==> config.mk <==
export PLATFORM = sky130hd
export DESIGN_NAME = counter_bank
export DESIGN_NICKNAME = d
export VERILOG_FILES = /design/src/rtl/counter_pkg.sv /design/src/rtl/counter_chan.sv /design/src/rtl/counter_bank.sv
export SDC_FILE = /design/constraint.sdc
export NUM_CORES = 1
export LEC_CHECK = 0
export CAP_MARGIN = 20
export CORE_UTILIZATION = 49
export DETAILED_ROUTE_END_ITERATION = 16
export PLACE_DENSITY = 0.87
export SLEW_MARGIN = 10
export SYNTH_ARGS = -nofsm -noshare
export SYNTH_HDL_FRONTEND = slang
export SYNTH_SLANG_ARGS = --single-unit
==> constraint.sdc <==
create_clock -name clk -period 3.57 [get_ports clk]
set_input_delay 1.071 -clock clk [delete_from_list [all_inputs] [get_ports clk]]
set_output_delay 1.071 -clock clk [all_outputs]
set_load 0.01 [all_outputs]
==> src/rtl/counter_pkg.sv <==
// Shared definitions for the counter bank: direction encoding and the
// supported range of the channel-count and width parameters.
package counter_pkg;

  // Per-channel count direction as carried on the down[] input.
  typedef enum logic {
    DIR_UP   = 1'b0,
    DIR_DOWN = 1'b1
  } dir_e;

  // Supported parameter ranges for counter_bank.
  localparam int NCHAN_MIN = 1;
  localparam int NCHAN_MAX = 16;
  localparam int WIDTH_MIN = 1;
  localparam int WIDTH_MAX = 32;

endpackage : counter_pkg

==> src/rtl/counter_chan.sv <==
// One counter channel: input edge detector, modular up/down count register,
// and the combinational terminal-count / rollover outputs. The channel does
// not choose its own event source; the top level feeds the selected event
// back in on ev.
module counter_chan
  import counter_pkg::*;
#(
  parameter int WIDTH = 4
) (
  input  logic             clk,
  input  logic             reset_n,
  input  logic             cnt_in,
  input  logic             clr,
  input  logic             down,
  input  logic             ev,
  output logic             raw_edge,
  output logic [WIDTH-1:0] count,
  output logic             tc,
  output logic             carry
);

  logic prev;
  dir_e dir;

  assign dir = dir_e'(down);

  // Track last cycle's cnt_in so a held-high input yields a single event.
  always_ff @(posedge clk) begin
    if (!reset_n) begin
      prev <= 1'b0;
    end else begin
      prev <= cnt_in;
    end
  end

  // Rising edge of cnt_in relative to the previous cycle.
  assign raw_edge = cnt_in & ~prev;

  // Terminal count depends on direction: all-ones going up, zero going down.
  assign tc = (dir == DIR_DOWN) ? (count == '0) : (count == '1);

  // A rollover happens only when the event is actually applied; a clear
  // in the same cycle suppresses it.
  assign carry = ev & tc & ~clr;

  // Count register: reset, then clear, then the selected event.
  always_ff @(posedge clk) begin
    if (!reset_n) begin
      count <= '0;
    end else if (clr) begin
      count <= '0;
    end else if (ev) begin
      if (dir == DIR_DOWN) begin
        count <= count - WIDTH'(1);
      end else begin
        count <= count + WIDTH'(1);
      end
    end
  end

endmodule : counter_chan

==> src/rtl/counter_bank.sv <==
// Bank of NCHAN independent WIDTH-bit edge counters. Any channel above 0 can
// be cascaded onto the rollover of the channel below it; the rollover ripples
// combinationally so a whole chain advances within a single clock.
module counter_bank
  import counter_pkg::*;
#(
  parameter int NCHAN = 2,
  parameter int WIDTH = 4
) (
  input  logic                   clk,
  input  logic                   reset_n,
  input  logic [NCHAN-1:0]       cnt_in,
  input  logic [NCHAN-1:0]       clr,
  input  logic [NCHAN-1:0]       cascade,
  input  logic [NCHAN-1:0]       down,
  output logic [NCHAN*WIDTH-1:0] count,
  output logic [NCHAN-1:0]       tc,
  output logic [NCHAN-1:0]       carry
);

  // Channel 0 has no lower neighbour, so its cascade select is never used.
  logic unused_cascade0;
  assign unused_cascade0 = cascade[0];

  for (genvar i = 0; i < NCHAN; i++) begin : gen_chan
    // Per-channel nets kept local to the generate scope so the carry chain
    // is a straight line of distinct signals from channel to channel.
    logic             ev;
    logic             raw_edge;
    logic             tc_w;
    logic             carry_w;
    logic [WIDTH-1:0] count_w;

    // Event source select: own input edge, or the rollover of channel i-1.
    if (i == 0) begin : gen_first
      assign ev = raw_edge;
    end else begin : gen_link
      assign ev = cascade[i] ? gen_chan[i-1].carry_w : raw_edge;
    end

    counter_chan #(
      .WIDTH (WIDTH)
    ) u_chan (
      .clk      (clk),
      .reset_n  (reset_n),
      .cnt_in   (cnt_in[i]),
      .clr      (clr[i]),
      .down     (down[i]),
      .ev       (ev),
      .raw_edge (raw_edge),
      .count    (count_w),
      .tc       (tc_w),
      .carry    (carry_w)
    );

    assign count[i*WIDTH +: WIDTH] = count_w;
    assign tc[i]                   = tc_w;
    assign carry[i]                = carry_w;
  end

endmodule : counter_bank

=== Yosys cells after proc, flatten, opt, wreduce, memory -nomap -nowiden ===
Index checks and enable logic that the tools add are counted.
W data, S select, Z words.

* Flip-flop bits (word level): 10
* Word-level logic and storage cells: 30
* Input bits: 10

* Add/sub/neg operators: 4
* Eq/ne operators: 2
* Bitwise gates (word level): 11
* Reduce and logical (&&, ||, !) cells: 4
* Mux-type cells: 5

{| class="wikitable"
|+ Operators with widths
! kind !! count
|-
| $add A4 B1 Y4 const B || 2
|-
| $eq A4 B4 Y1 const B || 2
|-
| $logic_not A4 Y1 || 2
|-
| $mux W4 || 2
|-
| $sub A4 B1 Y4 const B || 2
|-
| $and A1 B1 Y1 || 6
|-
| $not A1 Y1 || 5
|-
| $reduce_or A2 Y1 || 2
|-
| $mux W1 || 3
|}

=== Longest topological paths before layout ===
* Depth after elaboration: 7
* Depth in mapped cells: 6
* Mapped depth without buffers: 5

=== By module ===
Synthesis repeated with hierarchy kept, for this count alone.

* Cell total of the unflattened synthesis: 73
* Area, all modules: 650.6 um2

{| class="wikitable"
|+ Modules (own cells, without submodules)
! module !! area each (um2) !! times used !! cells each !! seq. area each (um2)
|-
| counter_chan || 302.8 || 2 || 34 || 100.1
|-
| counter_bank || 45.0 || 1 || 5 || 0.0
|}

=== Worst setup path before layout ===
Ideal clock, no wire load.

* Path kind: in2out
* Start: input cnt_in[0]
* End: output carry[1]
* Slack: 0.461 ns
* Data required time: 2.499 ns
* Arrival time: 2.038 ns
* Stages on the path: 6
* Cells stage by stage: nor2b_1 -> clkbuf_1 -> and3b_1 -> a21boi_2 -> nor3_1 -> buf_4

* Word-level cells in the longest chain between the ends: 6

{| class="wikitable"
|+ Ends and longest elaborated chain
! element !! RTL line !! text
|-
| start: declaration || counter_bank.sv:12 || <nowiki>input logic [NCHAN-1:0] cnt_in,</nowiki>
|-
| $and A1 B1 Y1 || counter_chan.sv:37 || <nowiki>assign raw_edge = cnt_in & ~prev;</nowiki>
|-
| $and A1 B1 Y1 (2 in series) || counter_chan.sv:44 || <nowiki>assign carry = ev & tc & ~clr;</nowiki>
|-
| $mux W1 || counter_bank.sv:38 || <nowiki>assign ev = cascade[i] ? gen_chan[i-1].carry_w : raw_edge;</nowiki>
|-
| $and A1 B1 Y1 (2 in series) || counter_chan.sv:44 ||
|-
| end: declaration || counter_bank.sv:18 || <nowiki>output logic [NCHAN-1:0] carry</nowiki>
|}

Every way passes these cells.

=== Worst setup path after layout ===
* Start: input cnt_in[1]
* End: output carry[1]

* Word-level cells in the longest chain between the ends: 4

{| class="wikitable"
|+ Ends and longest elaborated chain
! element !! RTL line
|-
| $and A1 B1 Y1 || counter_chan.sv:37
|-
| $mux W1 || counter_bank.sv:38
|-
| $and A1 B1 Y1 (2 in series) || counter_chan.sv:44
|}

Every way passes these cells.

==> metrics.yaml <==
cts:
  h-tree-depth: 1
  hold_buffers: 0
  cts_tree: "done"
  cts_root_buffer: "clkbuf_4"
  clkLatencyLatePin_ns: 0.27
  cts_buffer_depth: 2
  cts_buffers: 3
  path_clk_slew_ns: 0.07
  clkSinkCount: 10
synth:
  synth_cells: 88
  syn_area_um2: 764
  avgSynthCellArea_um2: 8.69
  yosys.area.top_type: "dfxtp_1"
  ys_seq_elements: 10
  ys_seq_area_share_pct: 26.2
  synthMuxAreaShare_pct: 11.0
  netlist.area_leader.share_pct: 26.2
  synth_compound_area_share_pct: 11.3
  synth-edff-count: 0
  yosysWarnings: 0
  synthArstFlopShare_pct: 0
  synth.area.top_cells: "dfxtp_1 26%, ha_1 6.5%, mux2i_1 6.5%"
  ys_types: 34
  synth_top_family_by_area: "simple AND/OR/NAND/NOR gates"
  synth-simple-area-share_pct: 27.5
  synth_fa_ha_area_share_pct: 11.8
  ys.flop_type: "dfxtp_1"
  syn_nets: 104
  synth-xor-area-share_pct: 3.44
grt:
  globalRoute.totalOverflow: 0
  grt_pass1_wl_um: 3230
  grt_antenna_before_repair: 0
  grt_usage_pct: 24.5
  grt_max_degree: 10
  grt_pass1_vias: 740
die:
  core_area_um2: 1380
  rows: 13
  die_x_um: 41.5
  initial_core_util_pct: 55.3
  dieArea_um2: 1720
  die-height_um: 41.5
  design.portCount: 22
timing:
  tightest_slew_ns: 0.525
  rsz0062_at_grt: "no"
  fin_crit_ns: 3.43
  fmax_ghz: 0.292
  whs_ns: 0.524
  hold_viol_final: 0
  slew_headroom_pct: 64.9
  finClkSkew_ns: 0.00237
  finalCritPeriodShare_pct: 96.0
  setup_viol: 0
  maxSlewViolCount: 0
layout:
  synthToLayoutAreaGrowth_pct: 37.8
  multi_input_area_um2: 512
  drive_gt1_share_pct: 19.1
  seqCellArea_um2: 200
  n_antenna_cell: 0
  final_util_pct: 76.2
  fin_nets: 133
  nFillCells: 107
drt:
  dr.pass1.iters: 4
  route.detailed.drc: 0
  antenna_left: 0
  wl_um: 1830
  wl_per_cell_um: 14.1
  via_count: 721
  viasPerCell: 5.55
  drtIter0Drc: 9
min_path:
  hp-class: "reg -> reg"
power:
  fin_total_pwr_mw: 0.289
  ir_drop_mv: 0.250
  p_per_area_nw_per_um2: 274
  power.leakage_nw: 0.473
placed_design:
  dp_hpwl_um: 1410
  portBuffers: 20
  globalplace.congestion: 0.840
critical_path:
  path_class: "in -> out"
  cp.required_ns: 2.50
  critPathArrivalTime_ns: 2.36
  crit_path_end_kind: "output pin"
  cp-start-kind: "input pin"
  path_max_fanout: 2
run:
  maxCapViolCount: 0
run_status:
  outcome: "completed"
[cells in the mapped netlist (all sizes together), types with 2 or more instances]
cell type	n
buf	5
xnor2	3
nor2	6
a21oi	4
mux2i	6
dfxtp	10
nor2b	2
a211oi	2
fa	2
nor3	2
nand2b	2
ha	4
and2	2
and3b	3
inv	8
nand3	3
nand4	2
nand2	8
[cell families (layout without fill, tap and decap cells)]
kind of cell,after synthesis,count (layout)
multiplexers,7,7
AO/OA/AOI/OAI,12,12
buffers and inverters,14,41
flip-flops,10,10
adder cells (fa/ha/maj),6,6
XOR/XNOR,3,3
AND/OR/NAND/NOR,36,36
[state kept, by name, summed over array words and instances, names as in the netlist]
signal,count
gen_chan.u_chan.prev,2
gen_chan.u_chan.count,8
[cells in the final DEF (no fill, tap or decap), drive strengths merged]
| master | netlist | layout |
|---|---|---|
| a21o | 1 | 1 |
| ha | 4 | 4 |
| nand4b | 1 | 1 |
| mux2 | 1 | 1 |
| nor2b | 2 | 2 |
| a21oi | 4 | 4 |
| a211oi | 2 | 2 |
| or4b | 1 | 1 |
| mux2i | 6 | 6 |
| and2 | 2 | 2 |
| o21a | 1 | 1 |
| and3 | 1 | 1 |
| o21bai | 1 | 1 |
| a41oi | 1 | 1 |
| and3b | 3 | 3 |
| dfxtp | 10 | 10 |
| nor2 | 6 | 6 |
| inv | 8 | 8 |
| nand2 | 8 | 8 |
| dlygate4sd2 | 0 | 3 |
| fa | 2 | 2 |
| or4bb | 1 | 1 |
| nand2b | 2 | 2 |
| or3b | 1 | 1 |
| clkbuf | 1 | 3 |
| clkdlybuf4s50 | 0 | 16 |
| o211ai | 1 | 1 |
| nand3 | 3 | 3 |
| buf | 5 | 11 |
| nand4 | 2 | 2 |
| nor3 | 2 | 2 |
| a21boi | 1 | 1 |
| xnor2 | 3 | 3 |
| or4 | 1 | 1 |
[through the flow]
stage / cell area [um^2] / cells / setup WS, ns / TNS [ns]
3_5_place_dp: 1010 / 126 / -0.382 / -0.613
5_1_grt: 1050 / 130 / 0.0860 / 0
6_report: 1050 / 130 / 0.144 / 0
3_3_place_gp: 1010 / 126 / -0.365 / -0.603
2_1_floorplan: 764 / 88 / 0.461 / 0
4_1_cts: 1050 / 130 / 0.0230 / 0
[worst paths after layout]
kind / startpoint / to / slack (ns) / depth (start not counted)
min: gen_chan[1].u_chan.count[1] / gen_chan[1].u_chan.count[1] / 0.52 / 2
min reg2reg: gen_chan[1].u_chan.count[1] / gen_chan[1].u_chan.count[1] / 0.52 / 2
max reg2reg: gen_chan[0].u_chan.count[1] / gen_chan[0].u_chan.count[3] / 1.79 / 5
max: cnt_in[1] / carry[1] / 0.14 / 5
[metal layers]
| metal | track usage, % | share of wire (%) | up-vias |
|---|---|---|---|
| met4 | 12.9 | 2.8 | 0 |
| li1 | - | - | 360 |
| met2 | 40.9 | 49 | 18 |
| met5 | 0 | 0 | - |
| met1 | 29.2 | 44 | 336 |
| met3 | 5.22 | 3.4 | 7 |
[worst max-delay path: stages]
cell and delay (ns):
clkdlybuf4s50_1 0.48, or3b_4 0.38, a21boi_2 0.18, nor3_2 0.09
buf_2 0.15
[report_power, final]
group	leakage (nW)	internal [mW]	switching (mW)
clock network	0.0138	0.0390	0.0410
registers	0.0817	0.116	0.00609
logic	0.378	0.0498	0.0368
[cell type report]
cell class | instances | area share, %
inverter | 8 | 2.85
timing repair buffer | 30 | 25.7
sequential | 10 | 19.0
tap | 15 | 1.78
clock buffer | 3 | 2.14
multi-input combinational | 64 | 48.6
[timing repair]
| item | in CTS | in global routing |
|---|---|---|
| endpoints found under the setup margin | 4 | 1 |
| pin swaps | 0 | 0 |
| gates resized for setup | 10 | 2 |
| endpoints found under the hold margin | 0 | 0 |
| buffers inserted | 1 | 0 |
(Power assumes the default switching activity.)
